[config.mk]
export PLATFORM = sky130hd
export DESIGN_NAME = multicycle_ctrl_fsm_flat
export DESIGN_NICKNAME = d
export VERILOG_FILES = /design/src/rtl/multicycle_ctrl_fsm_pkg.sv /design/src/rtl/multicycle_ctrl_fsm_if.sv /design/src/rtl/multicycle_ctrl_fsm_mem_wait_timer.sv /design/src/rtl/multicycle_ctrl_fsm.sv /design/src/flat_wrapper.sv
export SDC_FILE = /design/constraint.sdc
export NUM_CORES = 1
export LEC_CHECK = 0
export CAP_MARGIN = 10
export CORE_MARGIN = 3
export CORE_UTILIZATION = 45
export CTS_BUF_LIST = sky130_fd_sc_hd__clkbuf_8 sky130_fd_sc_hd__clkbuf_16
export CTS_CLUSTER_DIAMETER = 80
export DETAILED_ROUTE_END_ITERATION = 8
export PLACE_DENSITY = 0.75
export SYNTH_ARGS = -nofsm -noshare
export SYNTH_HDL_FRONTEND = slang
export SYNTH_SLANG_ARGS = --single-unit
[constraint.sdc]
create_clock -name clk -period 2.1 [get_ports clk]
set_clock_uncertainty 0.15 [all_clocks]
set_input_delay 0.42 -clock clk [delete_from_list [all_inputs] [get_ports clk]]
set_output_delay 0.42 -clock clk [all_outputs]
set_load 0.005 [all_outputs]
[src/rtl/multicycle_ctrl_fsm_pkg.sv]
// Shared types and constants for the RV32I multicycle controller.
// Optional feature macro used by the controller: ILLEGAL_TRAP_EN.
package multicycle_pkg;

   typedef enum logic [3:0] {
      IDLE     = 4'd0,
      FETCH    = 4'd1,
      DECODE   = 4'd2,
      MEMADR   = 4'd3,
      MEMREAD  = 4'd4,
      MEMWB    = 4'd5,
      MEMWRITE = 4'd6,
      EXECR    = 4'd7,
      EXECI    = 4'd8,
      ALUWB    = 4'd9,
      JAL      = 4'd10,
      BEQ      = 4'd11,
      ERR      = 4'd12,
      TRAP     = 4'd13
   } state_e;

   localparam logic [6:0] OP_LW  = 7'b0000011;
   localparam logic [6:0] OP_SW  = 7'b0100011;
   localparam logic [6:0] OP_R   = 7'b0110011;
   localparam logic [6:0] OP_I   = 7'b0010011;
   localparam logic [6:0] OP_JAL = 7'b1101111;
   localparam logic [6:0] OP_BEQ = 7'b1100011;

   localparam logic [1:0] SRCA_PC    = 2'b00;
   localparam logic [1:0] SRCA_OLDPC = 2'b01;
   localparam logic [1:0] SRCA_RD1   = 2'b10;

   localparam logic [1:0] SRCB_RD2  = 2'b00;
   localparam logic [1:0] SRCB_IMM  = 2'b01;
   localparam logic [1:0] SRCB_FOUR = 2'b10;

   localparam logic [1:0] ALU_ADD   = 2'b00;
   localparam logic [1:0] ALU_SUB   = 2'b01;
   localparam logic [1:0] ALU_FUNCT = 2'b10;

   localparam logic [1:0] RES_ALUOUT    = 2'b00;
   localparam logic [1:0] RES_DATA      = 2'b01;
   localparam logic [1:0] RES_ALURESULT = 2'b10;

   // Datapath control word decoded from the current state.
   typedef struct packed {
      logic       adr_src;
      logic       ir_write;
      logic       pc_update;
      logic       reg_write;
      logic       mem_write;
      logic       branch;
      logic [1:0] alu_src_a;
      logic [1:0] alu_src_b;
      logic [1:0] alu_op;
      logic [1:0] result_src;
      logic       mem_req;
   } ctrl_t;

endpackage

[src/rtl/multicycle_ctrl_fsm_if.sv]
// Controller <-> datapath/memory bundle. master = controller side.
interface multicycle_ctrl_fsm_if #(parameter int RET_CNT_W = 32);
   logic                 start;
   logic [6:0]           opcode;
   logic                 mem_ready;
   logic [3:0]           state;
   logic                 adr_src;
   logic                 ir_write;
   logic                 pc_update;
   logic                 reg_write;
   logic                 mem_write;
   logic                 branch;
   logic [1:0]           alu_src_a;
   logic [1:0]           alu_src_b;
   logic [1:0]           alu_op;
   logic [1:0]           result_src;
   logic                 mem_req;
   logic                 busy;
   logic [RET_CNT_W-1:0] instr_count;
   logic                 timeout_err;
   logic                 illegal_op;

   modport master (
      input  start, opcode, mem_ready,
      output state, adr_src, ir_write, pc_update, reg_write, mem_write, branch,
             alu_src_a, alu_src_b, alu_op, result_src, mem_req, busy,
             instr_count, timeout_err, illegal_op
   );

   modport slave (
      output start, opcode, mem_ready,
      input  state, adr_src, ir_write, pc_update, reg_write, mem_write, branch,
             alu_src_a, alu_src_b, alu_op, result_src, mem_req, busy,
             instr_count, timeout_err, illegal_op
   );
endinterface

[src/rtl/multicycle_ctrl_fsm_mem_wait_timer.sv]
// Per-access memory wait counter. Counts consecutive not-ready cycles of one
// access and pulses timeout on the MAX_WAIT-th one (a ready in that cycle wins).
module mem_wait_timer #(
   parameter int WAIT_W   = 4,
   parameter int MAX_WAIT = 15
) (
   input  logic clk,
   input  logic rst,
   input  logic clear,
   input  logic en,
   input  logic ready,
   output logic timeout
);
   logic [WAIT_W-1:0] cnt;

   // Count stalled cycles; clear when idle or when the access completes.
   always_ff @(posedge clk or posedge rst) begin
      if (rst)                cnt <= '0;
      else if (clear || ready) cnt <= '0;
      else if (en)            cnt <= cnt + WAIT_W'(1);
   end

   assign timeout = en && !ready && (cnt == WAIT_W'(MAX_WAIT - 1));
endmodule

[src/rtl/multicycle_ctrl_fsm.sv]
// RV32I multicycle main controller: FSM, control decode, retire counter.
// Macro ILLEGAL_TRAP_EN: undefined opcodes trap (sticky illegal_op) instead
// of being silently skipped.
module multicycle_ctrl_fsm
   import multicycle_pkg::*;
#(
   parameter int WAIT_W    = 4,
   parameter int MAX_WAIT  = 15,
   parameter int RET_CNT_W = 32
) (
   input logic                 clk,
   input logic                 rst,
   multicycle_ctrl_fsm_if.master bus
);
   state_e               state_q, state_d;
   ctrl_t                ctrl;
   logic                 timeout;
   logic                 retire;
   logic [RET_CNT_W-1:0] count_q;
   logic                 timeout_q;
   logic                 illegal_q;

   mem_wait_timer #(.WAIT_W(WAIT_W), .MAX_WAIT(MAX_WAIT)) u_timer (
      .clk     (clk),
      .rst     (rst),
      .clear   (!ctrl.mem_req),
      .en      (ctrl.mem_req),
      .ready   (bus.mem_ready),
      .timeout (timeout)
   );

   // Next-state logic; memory states hold until ready or timeout.
   always_comb begin
      state_d = state_q;
      case (state_q)
         IDLE:     if (bus.start) state_d = FETCH;
         FETCH:    if (bus.mem_ready) state_d = DECODE;
                   else if (timeout) state_d = ERR;
         DECODE: begin
            case (bus.opcode)
               OP_LW, OP_SW: state_d = MEMADR;
               OP_R:         state_d = EXECR;
               OP_I:         state_d = EXECI;
               OP_JAL:       state_d = JAL;
               OP_BEQ:       state_d = BEQ;
`ifdef ILLEGAL_TRAP_EN
               default:      state_d = TRAP;
`else
               default:      state_d = FETCH;
`endif
            endcase
         end
         MEMADR:   state_d = (bus.opcode == OP_LW) ? MEMREAD : MEMWRITE;
         MEMREAD:  if (bus.mem_ready) state_d = MEMWB;
                   else if (timeout) state_d = ERR;
         MEMWB:    state_d = FETCH;
         MEMWRITE: if (bus.mem_ready) state_d = FETCH;
                   else if (timeout) state_d = ERR;
         EXECR:    state_d = ALUWB;
         EXECI:    state_d = ALUWB;
         ALUWB:    state_d = FETCH;
         JAL:      state_d = ALUWB;
         BEQ:      state_d = FETCH;
         ERR:      state_d = ERR;
`ifdef ILLEGAL_TRAP_EN
         TRAP:     state_d = TRAP;
`endif
         default:  state_d = IDLE;
      endcase
   end

   // Moore control decode; FETCH gates its IR/PC writes on the ready cycle.
   always_comb begin
      ctrl = '0;
      case (state_q)
         FETCH: begin
            ctrl.mem_req    = 1'b1;
            ctrl.alu_src_a  = SRCA_PC;
            ctrl.alu_src_b  = SRCB_FOUR;
            ctrl.alu_op     = ALU_ADD;
            ctrl.result_src = RES_ALURESULT;
            ctrl.ir_write   = bus.mem_ready;
            ctrl.pc_update  = bus.mem_ready;
         end
         DECODE: begin
            ctrl.alu_src_a = SRCA_OLDPC;
            ctrl.alu_src_b = SRCB_IMM;
         end
         MEMADR: begin
            ctrl.alu_src_a = SRCA_RD1;
            ctrl.alu_src_b = SRCB_IMM;
         end
         MEMREAD: begin
            ctrl.mem_req = 1'b1;
            ctrl.adr_src = 1'b1;
         end
         MEMWB: begin
            ctrl.result_src = RES_DATA;
            ctrl.reg_write  = 1'b1;
         end
         MEMWRITE: begin
            ctrl.mem_req   = 1'b1;
            ctrl.adr_src   = 1'b1;
            ctrl.mem_write = 1'b1;
         end
         EXECR: begin
            ctrl.alu_src_a = SRCA_RD1;
            ctrl.alu_src_b = SRCB_RD2;
            ctrl.alu_op    = ALU_FUNCT;
         end
         EXECI: begin
            ctrl.alu_src_a = SRCA_RD1;
            ctrl.alu_src_b = SRCB_IMM;
            ctrl.alu_op    = ALU_FUNCT;
         end
         ALUWB: begin
            ctrl.result_src = RES_ALUOUT;
            ctrl.reg_write  = 1'b1;
         end
         JAL: begin
            ctrl.alu_src_a  = SRCA_OLDPC;
            ctrl.alu_src_b  = SRCB_FOUR;
            ctrl.result_src = RES_ALUOUT;
            ctrl.pc_update  = 1'b1;
         end
         BEQ: begin
            ctrl.alu_src_a  = SRCA_RD1;
            ctrl.alu_src_b  = SRCB_RD2;
            ctrl.alu_op     = ALU_SUB;
            ctrl.result_src = RES_ALUOUT;
            ctrl.branch     = 1'b1;
         end
         default: ctrl = '0;
      endcase
   end

   // JAL retires through ALUWB, so it is counted exactly once.
   assign retire = (state_q == MEMWB) || (state_q == ALUWB) || (state_q == BEQ) ||
                   ((state_q == MEMWRITE) && bus.mem_ready);

   // State register and retire counter (wraps silently).
   always_ff @(posedge clk or posedge rst) begin
      if (rst) begin
         state_q <= IDLE;
         count_q <= '0;
      end else begin
         state_q <= state_d;
         if (retire) count_q <= count_q + RET_CNT_W'(1);
      end
   end

   // Sticky error flags; only reset clears them.
   always_ff @(posedge clk or posedge rst) begin
      if (rst) begin
         timeout_q <= 1'b0;
         illegal_q <= 1'b0;
      end else begin
         if (timeout) timeout_q <= 1'b1;
`ifdef ILLEGAL_TRAP_EN
         if ((state_q == DECODE) && (state_d == TRAP)) illegal_q <= 1'b1;
`endif
      end
   end

   assign bus.state       = state_q;
   assign bus.adr_src     = ctrl.adr_src;
   assign bus.ir_write    = ctrl.ir_write;
   assign bus.pc_update   = ctrl.pc_update;
   assign bus.reg_write   = ctrl.reg_write;
   assign bus.mem_write   = ctrl.mem_write;
   assign bus.branch      = ctrl.branch;
   assign bus.alu_src_a   = ctrl.alu_src_a;
   assign bus.alu_src_b   = ctrl.alu_src_b;
   assign bus.alu_op      = ctrl.alu_op;
   assign bus.result_src  = ctrl.result_src;
   assign bus.mem_req     = ctrl.mem_req;
   assign bus.busy        = !((state_q == IDLE) || (state_q == ERR) || (state_q == TRAP));
   assign bus.instr_count = count_q;
   assign bus.timeout_err = timeout_q;
   assign bus.illegal_op  = illegal_q;
endmodule

[src/flat_wrapper.sv]
// flat-port wrapper written by rule: the top's interface ports become plain ports
module multicycle_ctrl_fsm_flat import multicycle_pkg::*;
#(
   parameter int WAIT_W    = 4,
   parameter int MAX_WAIT  = 15,
   parameter int RET_CNT_W = 32
)
  (clk, rst, bus_start, bus_opcode, bus_mem_ready, bus_state, bus_adr_src, bus_ir_write, bus_pc_update, bus_reg_write, bus_mem_write, bus_branch, bus_alu_src_a, bus_alu_src_b, bus_alu_op, bus_result_src, bus_mem_req, bus_busy, bus_instr_count, bus_timeout_err, bus_illegal_op);
  multicycle_ctrl_fsm_if #(.RET_CNT_W(RET_CNT_W)) bus_i ();
  input logic clk;
  input logic rst;
  input wire logic [$bits(bus_i.start)-1:0] bus_start;
  input wire logic [$bits(bus_i.opcode)-1:0] bus_opcode;
  input wire logic [$bits(bus_i.mem_ready)-1:0] bus_mem_ready;
  output wire logic [$bits(bus_i.state)-1:0] bus_state;
  output wire logic [$bits(bus_i.adr_src)-1:0] bus_adr_src;
  output wire logic [$bits(bus_i.ir_write)-1:0] bus_ir_write;
  output wire logic [$bits(bus_i.pc_update)-1:0] bus_pc_update;
  output wire logic [$bits(bus_i.reg_write)-1:0] bus_reg_write;
  output wire logic [$bits(bus_i.mem_write)-1:0] bus_mem_write;
  output wire logic [$bits(bus_i.branch)-1:0] bus_branch;
  output wire logic [$bits(bus_i.alu_src_a)-1:0] bus_alu_src_a;
  output wire logic [$bits(bus_i.alu_src_b)-1:0] bus_alu_src_b;
  output wire logic [$bits(bus_i.alu_op)-1:0] bus_alu_op;
  output wire logic [$bits(bus_i.result_src)-1:0] bus_result_src;
  output wire logic [$bits(bus_i.mem_req)-1:0] bus_mem_req;
  output wire logic [$bits(bus_i.busy)-1:0] bus_busy;
  output wire logic [$bits(bus_i.instr_count)-1:0] bus_instr_count;
  output wire logic [$bits(bus_i.timeout_err)-1:0] bus_timeout_err;
  output wire logic [$bits(bus_i.illegal_op)-1:0] bus_illegal_op;
  assign bus_i.start = bus_start;
  assign bus_i.opcode = bus_opcode;
  assign bus_i.mem_ready = bus_mem_ready;
  assign bus_state = bus_i.state;
  assign bus_adr_src = bus_i.adr_src;
  assign bus_ir_write = bus_i.ir_write;
  assign bus_pc_update = bus_i.pc_update;
  assign bus_reg_write = bus_i.reg_write;
  assign bus_mem_write = bus_i.mem_write;
  assign bus_branch = bus_i.branch;
  assign bus_alu_src_a = bus_i.alu_src_a;
  assign bus_alu_src_b = bus_i.alu_src_b;
  assign bus_alu_op = bus_i.alu_op;
  assign bus_result_src = bus_i.result_src;
  assign bus_mem_req = bus_i.mem_req;
  assign bus_busy = bus_i.busy;
  assign bus_instr_count = bus_i.instr_count;
  assign bus_timeout_err = bus_i.timeout_err;
  assign bus_illegal_op = bus_i.illegal_op;
  multicycle_ctrl_fsm #(.WAIT_W(WAIT_W), .MAX_WAIT(MAX_WAIT), .RET_CNT_W(RET_CNT_W)) u_core (.clk(clk), .rst(rst), .bus(bus_i));
endmodule
==> metrics.yaml <==
relSlewSlack_pct: 65.88
start_util_pct: 48.13
yosys.area_share.adder_pct: 2.025
clkTransAtPathRegs_ns: 0.08
coreArea_um2: 4880
finalSetupViolCount: 6
hold_violations: 0
syn_area_per_cell_um2: 9.705
die_h_um: 78.24
wl_met3_um: 310
fin_util_pct: 72.46
top_layer_used: "met4"
final.period_utilization_pct: 106.9
synth_cells: 242
overflow: 0
routedWlPerCell_um: 15.28
drive_above_1_share_pct: 25.73
cp_max_fo: 2
path_common_cell: "buf_6"
grt_pass1_vias: 2157
synthSimpleGateAreaFrac_pct: 28.40
arrival_ns: 1.68
postCtsHoldBufs: 0
cts.sinks: 41
drt_wl_total_mm: 6.248
dpl_cell_area_um2: 3246
h-tree-depth: 2
slew_violations: 0
row_count: 25
synth_nets: 256
die_w_um: 78.24
reg2reg_from: "u_core.bus.state[0]"
cts_buffers: 5
criticalPathCategory: "reg2out"
synth-compound-area-share_pct: 9.323
clock.fmax_mhz: 445.4
reg2reg_depth: 9
fin_crit_ns: 2.245
startpoint_type: "register"
violations: "negative setup slack"
dp_hpwl_mm: 4.139
die-area_um2: 6122
clk_latency_ns: 0.30
nets: 355
synth_mux_area_share_pct: 0.4262
wl_met1_mm: 2.637
yosysWarningCount: 1
finalPower_mw: 3.207
final_cell_mix: "clkdlybuf4s50_1 (46), dfrtp_1 (41), buf_4 (29)"
cp-startpoint: "u_core.bus.state[1]"
powerDensity_nw_per_um2: 907.0
cts_tree: "done"
finalInstanceArea_um2: 3536
gp_congestion: 0.8530
num_vias: 2183
cts_buffer_depth: 2
antenna_found_initial: 0
fillers: 366
syn_to_final_growth_pct: 50.56
drtAntennaViolNets: 0
diodes: 0
slowest_stage: "or4b_4"
ys_seq_area_share_pct: 43.69
drtIter0Drc: 98
cp.required_ns: 1.53
grt_setup_unrepaired: "yes"
syn-cell-area_um2: 2349
port_buffers: 63
cp_slowest_stage_delay_ns: 0.51
power.leakage_nw: 1.576
synth_top_family_by_area: "simple AND/OR/NAND/NOR gates"
cts-root-buf: "clkbuf_8"
hold_path_class: "in2async"
synth_seq_cells: 41
ys_types: 49
crit_path_cell_trace: "buf_6 > buf_6 > or4b_4 > o21ai_1 > buf_2"
outcome: "complete, but fails checks"
drv_cap: 0
final_common_cell: "clkdlybuf4s50_1"
synthXorXnorAreaFrac_pct: 12.63
tightest_slew_ns: 0.5048
grt_pass1_wl_mm: 9.922
ir_drop_mv: 0.5704
cp-end-kind: "output pin"
drc: 0
dr_wl_met2_mm: 3.176
setup_ws_ns: -0.1450
drt_pass1_iterations: 4
vias_per_cell: 5.337
grt.total_usage_pct: 20.35
grt_max_degree: 33
io_pins: 65
==> what timing repair did <==
action	CTS	global route
pin swaps	3	4
buffers inserted	8	2
resized for setup	46	23
setup endpoints to repair	17	40
gates cloned	0	1
==> per-layer routing <==
layer / track usage [%] / up-vias
li1: - / 1024
met1: 25.52 / 1074
met2: 35.10 / 76
met3: 3.784 / 9
met4: 7.168 / 0
met5: 0 / -
==> area by class of cell <==
cell class | count | area (um2) | share of cell area (%)
Multi-Input combinational cell | 184 | 1321 | 37.37
Clock buffer | 6 | 82.58 | 2.335
Inverter | 7 | 28.78 | 0.8139
Clock inverter | 2 | 33.78 | 0.9554
Tap cell | 67 | 83.83 | 2.371
Timing Repair Buffer | 102 | 959.7 | 27.14
Sequential cell | 41 | 1026 | 29.02
==> cells by family (layout without fill, tap and decap cells) <==
logic type | Yosys count | after routing
and+or+nand+nor | 116 | 116
DFF | 41 | 41
xor gates and xnor gates | 33 | 33
AOI/OAI and AO/OA | 29 | 29
buffers and inverters | 17 | 117
adders and majority gates | 4 | 4
other | 1 | 1
muxes | 1 | 1
==> path summary, 6_finish.rpt <==
path,to,slack (ns)
worst max-delay path,bus_alu_src_a[1],-0.15
worst min-delay path,u_core.bus.timeout_err,0.28
worst max register to register,u_core.bus.instr_count[15],0.08
worst min register to register,u_core.bus.timeout_err,0.33
max in group asynchronous,u_core.bus.instr_count[9],0.98
min in group clk,u_core.bus.timeout_err,0.33
==> synthesized netlist by cell type, drive strengths merged <==
cell type | count | area [um2]
conb | 1 | 3.750
a21boi | 2 | 15.01
buf | 3 | 26.27
or4b | 1 | 10.01
nor2 | 26 | 100.1
a22oi | 1 | 7.510
clkbuf | 7 | 26.28
xnor2 | 22 | 200.2
and2 | 7 | 43.79
or3 | 1 | 6.260
or2 | 3 | 18.77
inv | 7 | 26.28
nor4 | 2 | 18.77
maj3 | 1 | 10.01
a311oi | 1 | 8.760
o21bai | 3 | 22.52
nand2b | 4 | 25.02
and4 | 1 | 8.760
mux2i | 1 | 10.01
dfrtp | 41 | 1026
nor3b | 3 | 27.52
xor2 | 11 | 96.34
ha | 3 | 37.54
a21oi | 7 | 46.30
and3 | 5 | 31.28
nand3b | 2 | 15.01
nor3 | 11 | 71.32
o2111ai | 2 | 35.04
nand4 | 11 | 117.6
o21ai | 6 | 30.03
o2111a | 1 | 11.26
o31ai | 2 | 15.01
a31oi | 2 | 12.51
o211ai | 2 | 15.01
nor2b | 4 | 25.02
nand3 | 9 | 45.04
nor4b | 1 | 8.760
nand2 | 25 | 93.84
==> state kept, by name, summed over array words and instances, names as in the netlist <==
register,cells
u_core.u_timer.cnt,4
u_core.bus.state,4
u_core.bus.instr_count,32
u_core.bus.timeout_err,1
==> metrics by stage <==
step / hold WS (ns) / TNS [ns] / setup WS, ns / std cells
floorplan: 0.3036 / 0 / 0.1637 / 242
global placement: 0.3119 / -1.944 / -0.1353 / 390
detailed placement: 0.3155 / -3.199 / -0.1736 / 390
CTS: 0.2855 / -0.2734 / -0.08873 / 406
global route: 0.2916 / -1.055 / -0.1796 / 409
finish: 0.2821 / -0.5285 / -0.1450 / 409
==> worst max-delay path, delay by kind of cell (launching register included) <==
kind            cells  cell delay (ns)
buf+inv             3             0.37
flops               1             0.40
simple gates        1             0.51
compound gates      1             0.10
==> power breakdown <==
part | switching (mW) | total (mW) | internal (mW) | leakage [nW]
registers | 0.0976 | 0.979 | 0.881 | 0.537
clock network | 0.275 | 0.658 | 0.383 | 0.0626
logic | 0.742 | 1.57 | 0.829 | 0.976
(Power assumes the default switching activity.)
